## src/rtl/cpu_pkg.sv

```systemverilog
// Shared CPU definitions: fetch FSM states, instruction constants and the branch target table.
package cpu_pkg;

    typedef enum logic [1:0] {
        IDLE,
        RUN,
        HALT
    } fetch_state_t;

    localparam int INSTR_W = 9;
    localparam logic [INSTR_W-1:0] DONE_INSTR = 9'b010000000;

    localparam int LUT_ENTRIES = 32;
    localparam int LUT_ENTRY_W = 10;
    typedef logic [LUT_ENTRY_W-1:0] lut_entry_t;

    localparam lut_entry_t BRANCH_LUT [LUT_ENTRIES] = '{
        10'd0,   10'd5,   10'd100, 10'd40,  10'd12,  10'd20,  10'd200, 10'd300,
        10'd64,  10'd128, 10'd256, 10'd512, 10'd777, 10'd999, 10'd15,  10'd16,
        10'd33,  10'd66,  10'd99,  10'd132, 10'd165, 10'd198, 10'd231, 10'd264,
        10'd297, 10'd330, 10'd363, 10'd396, 10'd429, 10'd462, 10'd1000, 10'd1022
    };

endpackage

```

## src/rtl/fetch_unit_branch_lut.sv

```systemverilog
// Combinational branch target lookup: LUT index to a zero-extended PC_W target.
module branch_lut #(
    parameter int PC_W      = 10,
    parameter int LUT_IDX_W = 5
) (
    input  logic [LUT_IDX_W-1:0] idx_i,
    output logic [PC_W-1:0]      target_o
);
    import cpu_pkg::*;

    assign target_o = PC_W'(BRANCH_LUT[idx_i]);

endmodule

```

## src/rtl/fetch_unit.sv

```systemverilog
// PC register and instruction fetch stage with start/done handshake.
// Optional performance counters are built when FETCH_PERF_CNT_EN is defined.
module fetch_unit #(
    parameter int PC_W      = 10,
    parameter int INSTR_W   = 9,
    parameter int LUT_IDX_W = 5,
    parameter int START_PC  = 0
) (
    input  logic               clk,
    input  logic               rst_n,
    input  logic               start,
    input  logic               stall_i,
    input  logic [INSTR_W-1:0] instr_i,
    input  logic               branch_en_i,
    input  logic               branch_taken_i,
    input  logic               done_i,
    output logic [PC_W-1:0]    pc_o,
    output logic [INSTR_W-1:0] instr_o,
    output logic               instr_valid_o,
    output logic               done_o
`ifdef FETCH_PERF_CNT_EN
    ,
    output logic [15:0]        cycle_cnt_o,
    output logic [15:0]        instr_cnt_o
`endif
);
    import cpu_pkg::*;

    fetch_state_t    state_q, state_d;
    logic [PC_W-1:0] pc_q, pc_d;
    logic [PC_W-1:0] branch_target;
    logic            start_accept;

    branch_lut #(
        .PC_W      (PC_W),
        .LUT_IDX_W (LUT_IDX_W)
    ) u_branch_lut (
        .idx_i    (instr_i[LUT_IDX_W-1:0]),
        .target_o (branch_target)
    );

    // start only matters while not executing; in RUN it is ignored
    assign start_accept = start && (state_q == IDLE || state_q == HALT);

    always_comb begin
        // NOTE: every combinational output gets a default first so no path infers a latch.
        state_d = state_q;
        pc_d    = pc_q;
        case (state_q)
            IDLE, HALT: begin
                if (start_accept) begin
                    state_d = RUN;
                    pc_d    = PC_W'(START_PC);
                end
            end
            RUN: begin
                if (stall_i) begin
                    pc_d = pc_q;
                end else if (done_i) begin
                    state_d = HALT;
                end else if (branch_en_i && branch_taken_i) begin
                    pc_d = branch_target;
                end else begin
                    pc_d = pc_q + PC_W'(1);
                end
            end
            default: state_d = IDLE;
        endcase
    end

    always_ff @(posedge clk or negedge rst_n) begin
        if (!rst_n) begin
            state_q <= IDLE;
            pc_q    <= '0;
        end else begin
            // NOTE: non-blocking so every flop samples pre-edge values regardless of ordering.
            state_q <= state_d;
            pc_q    <= pc_d;
        end
    end

    assign pc_o          = pc_q;
    assign instr_valid_o = (state_q == RUN);
    assign instr_o       = instr_valid_o ? instr_i : '0;
    assign done_o        = (state_q == HALT);

`ifdef FETCH_PERF_CNT_EN
    logic [15:0] cycle_cnt_q, cycle_cnt_d;
    logic [15:0] instr_cnt_q, instr_cnt_d;
    logic        retire;

    // the done instruction retires too; only a stall withholds retirement
    assign retire = (state_q == RUN) && !stall_i;

    always_comb begin
        cycle_cnt_d = cycle_cnt_q;
        instr_cnt_d = instr_cnt_q;
        if (start_accept) begin
            cycle_cnt_d = '0;
            instr_cnt_d = '0;
        end else begin
            if (state_q == RUN && cycle_cnt_q != 16'hFFFF) cycle_cnt_d = cycle_cnt_q + 16'd1;
            if (retire && instr_cnt_q != 16'hFFFF)         instr_cnt_d = instr_cnt_q + 16'd1;
        end
    end

    always_ff @(posedge clk or negedge rst_n) begin
        if (!rst_n) begin
            cycle_cnt_q <= '0;
            instr_cnt_q <= '0;
        end else begin
            cycle_cnt_q <= cycle_cnt_d;
            instr_cnt_q <= instr_cnt_d;
        end
    end

    assign cycle_cnt_o = cycle_cnt_q;
    assign instr_cnt_o = instr_cnt_q;
`endif

endmodule
```

## config.mk

```make
export PLATFORM = sky130hd
export DESIGN_NAME = fetch_unit
export DESIGN_NICKNAME = d
export VERILOG_FILES = /design/src/rtl/cpu_pkg.sv /design/src/rtl/fetch_unit_branch_lut.sv /design/src/rtl/fetch_unit.sv
export SDC_FILE = /design/constraint.sdc
export NUM_CORES = 1
export LEC_CHECK = 0
export CAP_MARGIN = 20
export CORE_UTILIZATION = 45
export DETAILED_ROUTE_END_ITERATION = 8
export GPL_TIMING_DRIVEN = 0
export PLACE_DENSITY = 0.77
export SYNTH_ARGS = -nofsm -noshare
export SYNTH_HDL_FRONTEND = slang
export SYNTH_SLANG_ARGS = --single-unit
export TNS_END_PERCENT = 5
```

## constraint.sdc

```tcl
create_clock -name clk -period 1.9 [get_ports clk]
set_input_delay 0.285 -clock clk [delete_from_list [all_inputs] [get_ports clk]]
set_output_delay 0.285 -clock clk [all_outputs]
set_load 0.01 [all_outputs]
```

==> impl_metrics.json, run 1 <==
{
  "clk_pin_slew_ns": 0.08,
  "grt_max_degree": 14,
  "p_per_area_nw_per_um2": 732.1,
  "maxSlewViolCount": 0,
  "antenna_found_initial": 0,
  "switching_power_mw": 0.4782,
  "yosys.area.top_type_share": 0.2437,
  "ys_seq_elements": 12,
  "worstPathRequired_ns": 1.62,
  "dieWidth_um": 54.33,
  "worst_hold_path_type": "in2async",
  "synth_edf_count": 0,
  "numCtsBuffers": 3,
  "drc_errors": 0,
  "worst_pin_slew_ns": 0.5411,
  "maxCapViolations": 0,
  "fmax_ghz": 0.5463,
  "yosys.area.top_type": "dfrtp_1",
  "cts_setup_buffers": 0,
  "grt_overflow": 0,
  "fill_cells": 227,
  "grt_pass1_vias": 1207,
  "syn_to_final_growth_pct": 36.24,
  "clock_path_buffers": 2,
  "yosys_most_used_dff": "dfrtp_1",
  "synth_cells": 157,
  "syn_area_sq_um": 1232,
  "routabilityCongestion": 0.9074,
  "htree_levels": 1,
  "skew_ns": 0.002844,
  "critPathKind": "in2out",
  "drt-pass1-iter-count": 4,
  "antenna_left": 0,
  "p_comb_frac": 0.518,
  "power_frac_seq": 0.308,
  "mostFrequentLayoutCells": "24 x clkdlybuf4s50_1, 14 x o21ai_0, 12 x dfrtp_1",
  "dp.cells": 223,
  "utilization": 0.6657,
  "avgSynthCellArea_sq_um": 7.850,
  "finalSetupViolCount": 0,
  "synth_nets": 182,
  "vias": 1366,
  "die_h_um": 54.33,
  "sequential_cell_area_sq_um": 300.3,
  "p_leak_nw": 0.7476,
  "end_kind": "output pin",
  "synth-seq-area-share": 0.2437,
  "antennaDiodeCount": 0,
  "cp.arrival_ns": 1.55,
  "grt.total_usage": 0.2555,
  "final_cells": 226,
  "synth_area_leaders": "dfrtp_1 24%, ha_1 9.1%, o21ai_0 5.7%, and2_1 5.1%, mux2i_1 4.1%",
  "rsz0062_at_grt": "false",
  "hpwlAfterDp_um": 2619,
  "ys_types": 45,
  "core_area_sq_um": 2522,
  "portBuffers": 36,
  "period_minus_slack_ns": 1.831,
  "clkLatencyLatePin_ns": 0.29,
  "critPathLaunchType": "input port",
  "yosysWarnings": 0,
  "cts_tree": "yes",
  "postRouteWirelength_um": 3502,
  "avgViaCountPerCell": 6.044,
  "hold_viol": 0,
  "start_util": 0.4886,
  "p_clk_frac": 0.175,
  "final_common_cell": "clkdlybuf4s50_1",
  "die_area_sq_um": 2952,
  "drive_above_1_share": 0.08673,
  "grt_pass1_wl_um": 5402,
  "ioPinCount": 37,
  "root_buffer": "clkbuf_4",
  "crit_fanout": 10,
  "p_int_mw": 0.7510,
  "finalCritPeriodShare": 0.9635,
  "drt-initial-drc-count": 51,
  "multi_input_area_sq_um": 859.6,
  "fin_nets": 222,
  "wire_per_inst_um": 15.50,
  "core.rowCount": 18,
  "outcome": "completed",
  "ir_drop_mv": 0.5069,
  "cts.sinks": 12,
  "synthArstFlopShare": 1.000,
  "switching_share": 0.3890,
  "slew_headroom": 0.6381
}
[area by class of cell]
cell class                 count  share of cell area
buffer                        12             0.04322
clock buffer                   4             0.02161
inverter                       7             0.01565
multi-input combinational    125              0.5119
sequential                    12              0.1788
tap                           30             0.02235
timing repair buffer          36              0.2064
[routing by layer]
metal	track usage	up-vias	routed length (um)
met1	0.3267	653	1578
met5	0	-	0
li1	-	661	-
met4	0.09829	0	53
met2	0.4390	45	1733
met3	0.02222	7	136
[flip-flops by register name (all words and copies together) (netlist names)]
register	cells
pc_o	10
state_q	2
[worst paths after layout]
path / startpoint / endpoint / slack (ns) / cells past startpoint
min in group clk: pc_o[9]$_DFFE_PN0P_ / pc_o[9]$_DFFE_PN0P_ / 0.52 / 1
setup reg to reg: state_q[1]$_DFFE_PN0P_ / pc_o[3]$_DFFE_PN0P_ / 0.11 / 5
setup / recovery: instr_i[0] / instr_o[0] / 0.07 / 4
hold / removal: rst_n / pc_o[7]$_DFFE_PN0P_ / 0.34 / 1
hold reg to reg: pc_o[9]$_DFFE_PN0P_ / pc_o[9]$_DFFE_PN0P_ / 0.52 / 1
max in group asynchronous: rst_n / pc_o[9]$_DFFE_PN0P_ / 1.20 / 1
[repair_timing]
action / 4_1_cts / 5_1_grt
gates resized for setup: 22 / 6
setup endpoints to repair: 11 / 6
pin swaps: 0 / 0
hold buffers: 0 / 0
[Yosys cell counts (2+ instances only)]
library cell,n
a211o_1,2
a211oi_1,2
a21o_1,2
a21oi_1,7
a221oi_1,2
a311oi_1,2
a31oi_1,2
and2_1,10
and3_1,3
buf_2,4
clkbuf_1,8
dfrtp_1,12
ha_1,9
inv_1,7
mux2i_1,5
nand2_1,8
nand2b_1,3
nand3_1,7
nand3b_1,2
nand4_1,2
nor2_1,6
nor2b_1,2
nor3_1,7
nor4_1,4
o211ai_1,3
o21ai_0,14
o31ai_1,2
xnor2_1,3
[cells by family after synthesis]
logic type,Yosys count,synth area share
AOI/OAI and AO/OA,49,0.2650
xor gates and xnor gates,3,0.02132
adders and majority gates,9,0.09137
buffers and inverters,20,0.06498
DFF,12,0.2437
muxes,5,0.04061
and+or+nand+nor,59,0.2731
[through the flow]
step | cell area [sq um] | TNS, ns | total power [mW] | worst slack [ns] | hold WS (ns)
after CTS | 1678 | 0 | 1.223 | 0.01856 | 0.3864
after floorplan | 1232 | 0 | 0.6967 | 0.2852 | -0.01059
after global placement | 1630 | -3.662 | 0.9974 | -0.4486 | 0.5104
after global routing | 1679 | 0 | 1.309 | 0.01415 | 0.4004
after detailed placement | 1630 | -4.441 | 1.013 | -0.4734 | 0.5054
final | 1679 | 0 | 1.229 | 0.06940 | 0.3447
[power by group through the flow]
stage	Sequential, mW	Combinational, mW	Clock (mW)
after floorplan	0.384	0.313	0
after detailed placement	0.377	0.635	0
after global placement	0.374	0.623	0
after CTS	0.377	0.634	0.212
final	0.378	0.636	0.215
after global routing	0.386	0.693	0.230
[critical path, cell delays in order]
cell,delay [ns]
clkdlybuf4s15_1,0.38
inv_1,0.20
nor2_1,0.14
clkdlybuf4s50_1,0.54
Note: power is estimated with default switching activity, not from simulation.
==> run 2, diff against run 1 <==
--- a/config.mk
+++ b/config.mk
@@ -5,10 +5,10 @@
 export SDC_FILE = /design/constraint.sdc
 export NUM_CORES = 1
 export LEC_CHECK = 0
-export CAP_MARGIN = 20
 export CORE_UTILIZATION = 45
 export DETAILED_ROUTE_END_ITERATION = 8
 export GPL_TIMING_DRIVEN = 0
+export MAX_ROUTING_LAYER = met4
 export PLACE_DENSITY = 0.77
 export SYNTH_ARGS = -nofsm -noshare
 export SYNTH_HDL_FRONTEND = slang
==> impl_metrics.json, run 2 (synthesis gave the netlist of run 1 again) <==
{
  "outcome": "completed",
  "p_clk_frac": 0.177,
  "grt_use_met3": 0.01667,
  "syn_to_final_growth_pct": 36.14,
  "drt-pass1-iter-count": 4,
  "dpl_cell_area_sq_um": 1630,
  "crit_fanout": 10,
  "worstPathRequired_ns": 1.62,
  "p_leak_nw": 0.7444,
  "worst_hold_path_type": "in2async",
  "stdcell_area_sq_um": 1678,
  "die_h_um": 54.33,
  "mostFrequentLayoutCells": "24 x clkdlybuf4s50_1, 14 x o21ai_0, 12 x dfrtp_1",
  "maxSlewViolCount": 0,
  "cp.arrival_ns": 1.52,
  "cts_tree": "yes",
  "slew_headroom": 0.6300,
  "ioPinCount": 37,
  "p_int_mw": 0.7504,
  "worst_pin_slew_ns": 0.5533,
  "use_met1": 0.3217,
  "largest_reg_flops": 10,
  "grt_max_degree": 14,
  "final_common_cell": "clkdlybuf4s50_1",
  "critPathKind": "reg2out",
  "numCtsBuffers": 3,
  "antenna_left": 0,
  "fin_total_pwr_mw": 1.221,
  "postRouteWirelength_um": 3370,
  "antennaDiodeCount": 0,
  "avgViaCountPerCell": 6.049,
  "cts.sinks": 12,
  "start_util": 0.4886,
  "final_cells": 226,
  "switching_power_mw": 0.4710,
  "portBuffers": 36,
  "die_area_sq_um": 2952,
  "ir_drop_mv": 0.5076,
  "core_area_sq_um": 2522,
  "dieWidth_um": 54.33,
  "critPathLaunchType": "register",
  "htree_levels": 1,
  "clock_path_buffers": 2,
  "skew_ns": 0.001440,
  "root_buffer": "clkbuf_4",
  "wire_per_inst_um": 14.91,
  "maxCapViolations": 0,
  "power_frac_seq": 0.310,
  "hold_viol": 0,
  "grt_overflow": 0,
  "dp.cells": 223,
  "top_usage_layer": "met2",
  "drc_errors": 0,
  "fmax_ghz": 0.5536,
  "p_per_area_nw_per_um2": 728.0,
  "clkLatencyLatePin_ns": 0.28,
  "grt_pass1_wl_um": 5264,
  "drt-initial-drc-count": 52,
  "cts_hold_repair.buffers": 0,
  "fin_nets": 222,
  "grt.total_usage": 0.2528,
  "rsz0062_at_grt": "true",
  "finalCritPeriodShare": 0.9507,
  "period_minus_slack_ns": 1.806,
  "grt_pass1_vias": 1143,
  "cts_setup_buffers": 0,
  "clk_pin_slew_ns": 0.08,
  "end_kind": "output pin",
  "p_comb_frac": 0.514,
  "antenna_found_initial": 0,
  "switching_share": 0.3856,
  "drive_above_1_share": 0.08163,
  "hpwlAfterDp_um": 2609,
  "gr-usage-met2": 0.4309,
  "fill_cells": 214,
  "vias": 1367,
  "core.rowCount": 18,
  "finalSetupViolCount": 0,
  "routabilityCongestion": 0.9193
}
-- run 2: timing repair --
item	in CTS	in global routing
gates resized for setup	22	4
cloned	0	0
setup endpoints to repair	11	5
-- run 2: final timing paths --
path	start	endpoint	slack (ns)	cells past startpoint
max in group asynchronous	rst_n	pc_o[1]$_DFFE_PN0P_	1.18	1
min in group clk	pc_o[9]$_DFFE_PN0P_	pc_o[9]$_DFFE_PN0P_	0.53	1
worst max register to register	state_q[1]$_DFFE_PN0P_	pc_o[3]$_DFFE_PN0P_	0.12	5
worst max-delay path	state_q[1]$_DFFE_PN0P_	instr_o[7]	0.09	5
worst min register to register	pc_o[9]$_DFFE_PN0P_	pc_o[9]$_DFFE_PN0P_	0.53	1
worst min-delay path	rst_n	pc_o[6]$_DFFE_PN0P_	0.35	1
-- run 2: power by group through the flow --
stage               clock network (mW)  registers (mW)  logic [mW]
floorplan                            0           0.384       0.313
global placement                     0           0.374       0.623
detailed placement                   0           0.379       0.629
CTS                              0.215           0.378       0.629
global route                     0.228           0.386       0.685
finish                           0.216           0.378       0.627
-- run 2: layout make-up --
type | count | area, sq um | area share
clock buffers | 4 | 36.28 | 0.02163
inverters | 7 | 26.28 | 0.01566
repair buffers | 36 | 346.6 | 0.2066
well taps | 30 | 37.54 | 0.02237
plain buffers | 12 | 71.32 | 0.04251
multi-input cells | 125 | 859.6 | 0.5123
flip-flops and latches | 12 | 300.3 | 0.1790
-- run 2: per-stage QoR --
step / hold WS (ns) / setup slack [ns] / TNS, ns / util
floorplan: -0.01059 / 0.2852 / 0 / -
global placement: 0.5105 / -0.4499 / -3.672 / 0.6463
detailed placement: 0.5103 / -0.4843 / -4.094 / 0.6463
CTS: 0.3820 / 0.02436 / 0 / 0.6652
global route: 0.3932 / -0.01427 / -0.01427 / 0.6652
finish: 0.3536 / 0.09376 / 0 / 0.6652
-- run 2: critical path, cell delays in order, from the launching register on --
cell and delay [ns]:
dfrtp_1 0.42, nand2b_4 0.18, inv_2 0.09, clkbuf_8 0.15, and2_1 0.12, dlygate4sd2_1 0.27
-- run 2: layer usage --
layer  vias up  part of all wire
li1        666                 -
met1       646              0.44
met2        51              0.51
met3         4             0.045
met4         0            0.0092
met5         -                 0
==> run 3, diff against run 2 <==
--- a/config.mk
+++ b/config.mk
@@ -5,11 +5,11 @@
 export SDC_FILE = /design/constraint.sdc
 export NUM_CORES = 1
 export LEC_CHECK = 0
-export CORE_UTILIZATION = 45
+export CORE_UTILIZATION = 42
 export DETAILED_ROUTE_END_ITERATION = 8
 export GPL_TIMING_DRIVEN = 0
 export MAX_ROUTING_LAYER = met4
-export PLACE_DENSITY = 0.77
+export PLACE_DENSITY = 0.75
 export SYNTH_ARGS = -nofsm -noshare
 export SYNTH_HDL_FRONTEND = slang
 export SYNTH_SLANG_ARGS = --single-unit
==> constraint.sdc (replaced) <==
create_clock -name clk -period 1.64 [get_ports clk]
set_input_delay 0.246 -clock clk [delete_from_list [all_inputs] [get_ports clk]]
set_output_delay 0.246 -clock clk [all_outputs]
set_load 0.01 [all_outputs]
==> impl_metrics.json, run 3 (synthesis gave the netlist of run 1 again) <==
{
  "dp_slack_ns": -0.6598,
  "antennaDiodeCount": 0,
  "largest_reg_flops": 10,
  "grt_pass1_vias": 1274,
  "htree_levels": 1,
  "numCtsBuffers": 3,
  "cp.arrival_ns": 1.92,
  "worstReg2RegStart": "state_q[1]$_DFFE_PN0P_",
  "mostFrequentLayoutCells": "22 x clkdlybuf4s50_1, 12 x dfrtp_1, 11 x o21ai_0",
  "clk_pin_slew_ns": 0.08,
  "drt-pass1-iter-count": 6,
  "finalCritPeriodShare": 1.078,
  "die_area_sq_um": 3155,
  "fin_nets": 228,
  "switching_power_mw": 0.6058,
  "core.rowCount": 19,
  "worst_pin_slew_ns": 0.5768,
  "p_comb_frac": 0.572,
  "final_common_cell": "clkdlybuf4s50_1",
  "reg2regPathDepth": 6,
  "hpwlAfterDp_um": 2662,
  "ir_drop_mv": 0.6305,
  "switching_share": 0.4106,
  "setup_slack_ns": -0.1287,
  "stdcell_area_sq_um": 1742,
  "p_leak_nw": 0.7689,
  "drc_errors": 0,
  "drive_above_1_share": 0.1940,
  "grt_max_degree": 13,
  "maxSlewViolCount": 0,
  "routabilityCongestion": 0.8900,
  "p_clk_frac": 0.126,
  "grt.total_usage": 0.2349,
  "power_frac_seq": 0.302,
  "start_util": 0.4469,
  "grt_pass1_wl_um": 5837,
  "core_area_sq_um": 2758,
  "skew_ns": 0.002995,
  "wire_per_inst_um": 16.23,
  "vias": 1385,
  "outcome": "complete, but fails checks",
  "critPathLaunchType": "register",
  "antenna_left": 0,
  "root_buffer": "clkbuf_4",
  "clkLatencyLatePin_ns": 0.27,
  "finalSetupViolCount": 16,
  "p_int_mw": 0.8697,
  "portBuffers": 36,
  "fin_total_pwr_mw": 1.475,
  "syn_to_final_growth_pct": 41.32,
  "crit_fanout": 5,
  "dieWidth_um": 56.17,
  "hold_viol": 0,
  "drt-initial-drc-count": 48,
  "grt_overflow": 0,
  "dpl_cell_area_sq_um": 1632,
  "antenna_found_initial": 0,
  "slew_headroom": 0.6143,
  "rsz0062_at_grt": "true",
  "ioPinCount": 37,
  "rrSetupSlack_ns": -0.13,
  "clock_path_buffers": 2,
  "fmax_ghz": 0.5654,
  "cts_tree": "yes",
  "cts.sinks": 12,
  "p_per_area_nw_per_um2": 847.2,
  "worstPathRequired_ns": 1.79,
  "postRouteWirelength_um": 3765,
  "avgViaCountPerCell": 5.970,
  "cts_hold_repair.buffers": 0,
  "critPathLaunch": "state_q[1]$_DFFE_PN0P_",
  "die_h_um": 56.17,
  "worst_hold_path_type": "in2async",
  "fill_cells": 232,
  "violations": "setup timing",
  "end_kind": "register",
  "period_minus_slack_ns": 1.769,
  "maxCapViolations": 0,
  "critPathKind": "reg2reg"
}
## run 3: cell types whose count changed in the layout (fill, tap and decap cells not counted), moves of 2 or more
cell             previous run  this run
clkbuf_8                    2         0
o21ai_0                    14        11
clkbuf_2                    2         5
buf_6                       1         4
dlygate4sd2_1               9         3
o21ai_1                     1         4
buf_2                       3         9
o31ai_1                     2         0
clkdlybuf4s50_1            24        22
buf_4                       0         3
## run 3: path summary, 6_finish.rpt
kind                                       endpoint
worst max-delay path            pc_o[3]$_DFFE_PN0P_
worst min-delay path            pc_o[6]$_DFFE_PN0P_
worst max register to register  pc_o[3]$_DFFE_PN0P_
worst min register to register  pc_o[1]$_DFFE_PN0P_
max in group asynchronous       pc_o[3]$_DFFE_PN0P_
min in group clk                pc_o[1]$_DFFE_PN0P_
## run 3: area by class of cell
cell class,count,area [sq um],area share
timing repair buffer,41,357.8,0.2055
multi-input combinational,125,904.6,0.5194
inverter,7,28.78,0.01652
buffer,13,88.84,0.05101
sequential,12,300.3,0.1724
tap,31,38.79,0.02227
clock buffer,3,22.52,0.01293
## run 3: worst max-delay path: stages (launching register included)
cell and delay (ns):
dfrtp_1 0.40, buf_6 0.12, or4b_4 0.51, o21a_4 0.16, buf_6 0.13, o31ai_4 0.22, o21ai_1 0.10
## run 3: what timing repair did
item | CTS | global route
buffers inserted | 1 | 3
hold endpoints to repair | 0 | 0
endpoints found under the setup margin | 21 | 18
pin swaps | 4 | 3
gates resized for setup | 57 | 17
gates cloned | 0 | 1
## run 3: power by group through the flow
| stage | Combinational [mW] | Clock (mW) | Sequential [mW] |
|---|---|---|---|
| 6_report | 0.844 | 0.186 | 0.446 |
| 5_1_grt | 0.914 | 0.203 | 0.455 |
| 4_1_cts | 0.745 | 0.187 | 0.434 |
| 3_5_place_dp | 0.736 | 0 | 0.436 |
| 3_3_place_gp | 0.726 | 0 | 0.431 |
| 2_1_floorplan | 0.362 | 0 | 0.445 |
## run 3: layer usage
layer / up-vias / wire, um / global-route usage
met2: 46 / 1878 / 0.3844
met3: 4 / 163 / 0.03256
met5: - / 0 / -
met4: 0 / 31 / 0.06969
li1: 676 / - / -
met1: 659 / 1690 / 0.3017
## run 3: metrics by stage
step           setup TNS [ns]  std cells  utilization  hold slack (ns)
4_1_cts               -0.7093        228       0.6044           0.3577
2_1_floorplan               0        157            -         -0.04959
5_1_grt                -2.023        232       0.6316           0.3841
3_5_place_dp           -9.007        224       0.5917           0.5202
3_3_place_gp           -8.281        224       0.5917           0.5073
6_report              -0.9878        232       0.6316           0.3426
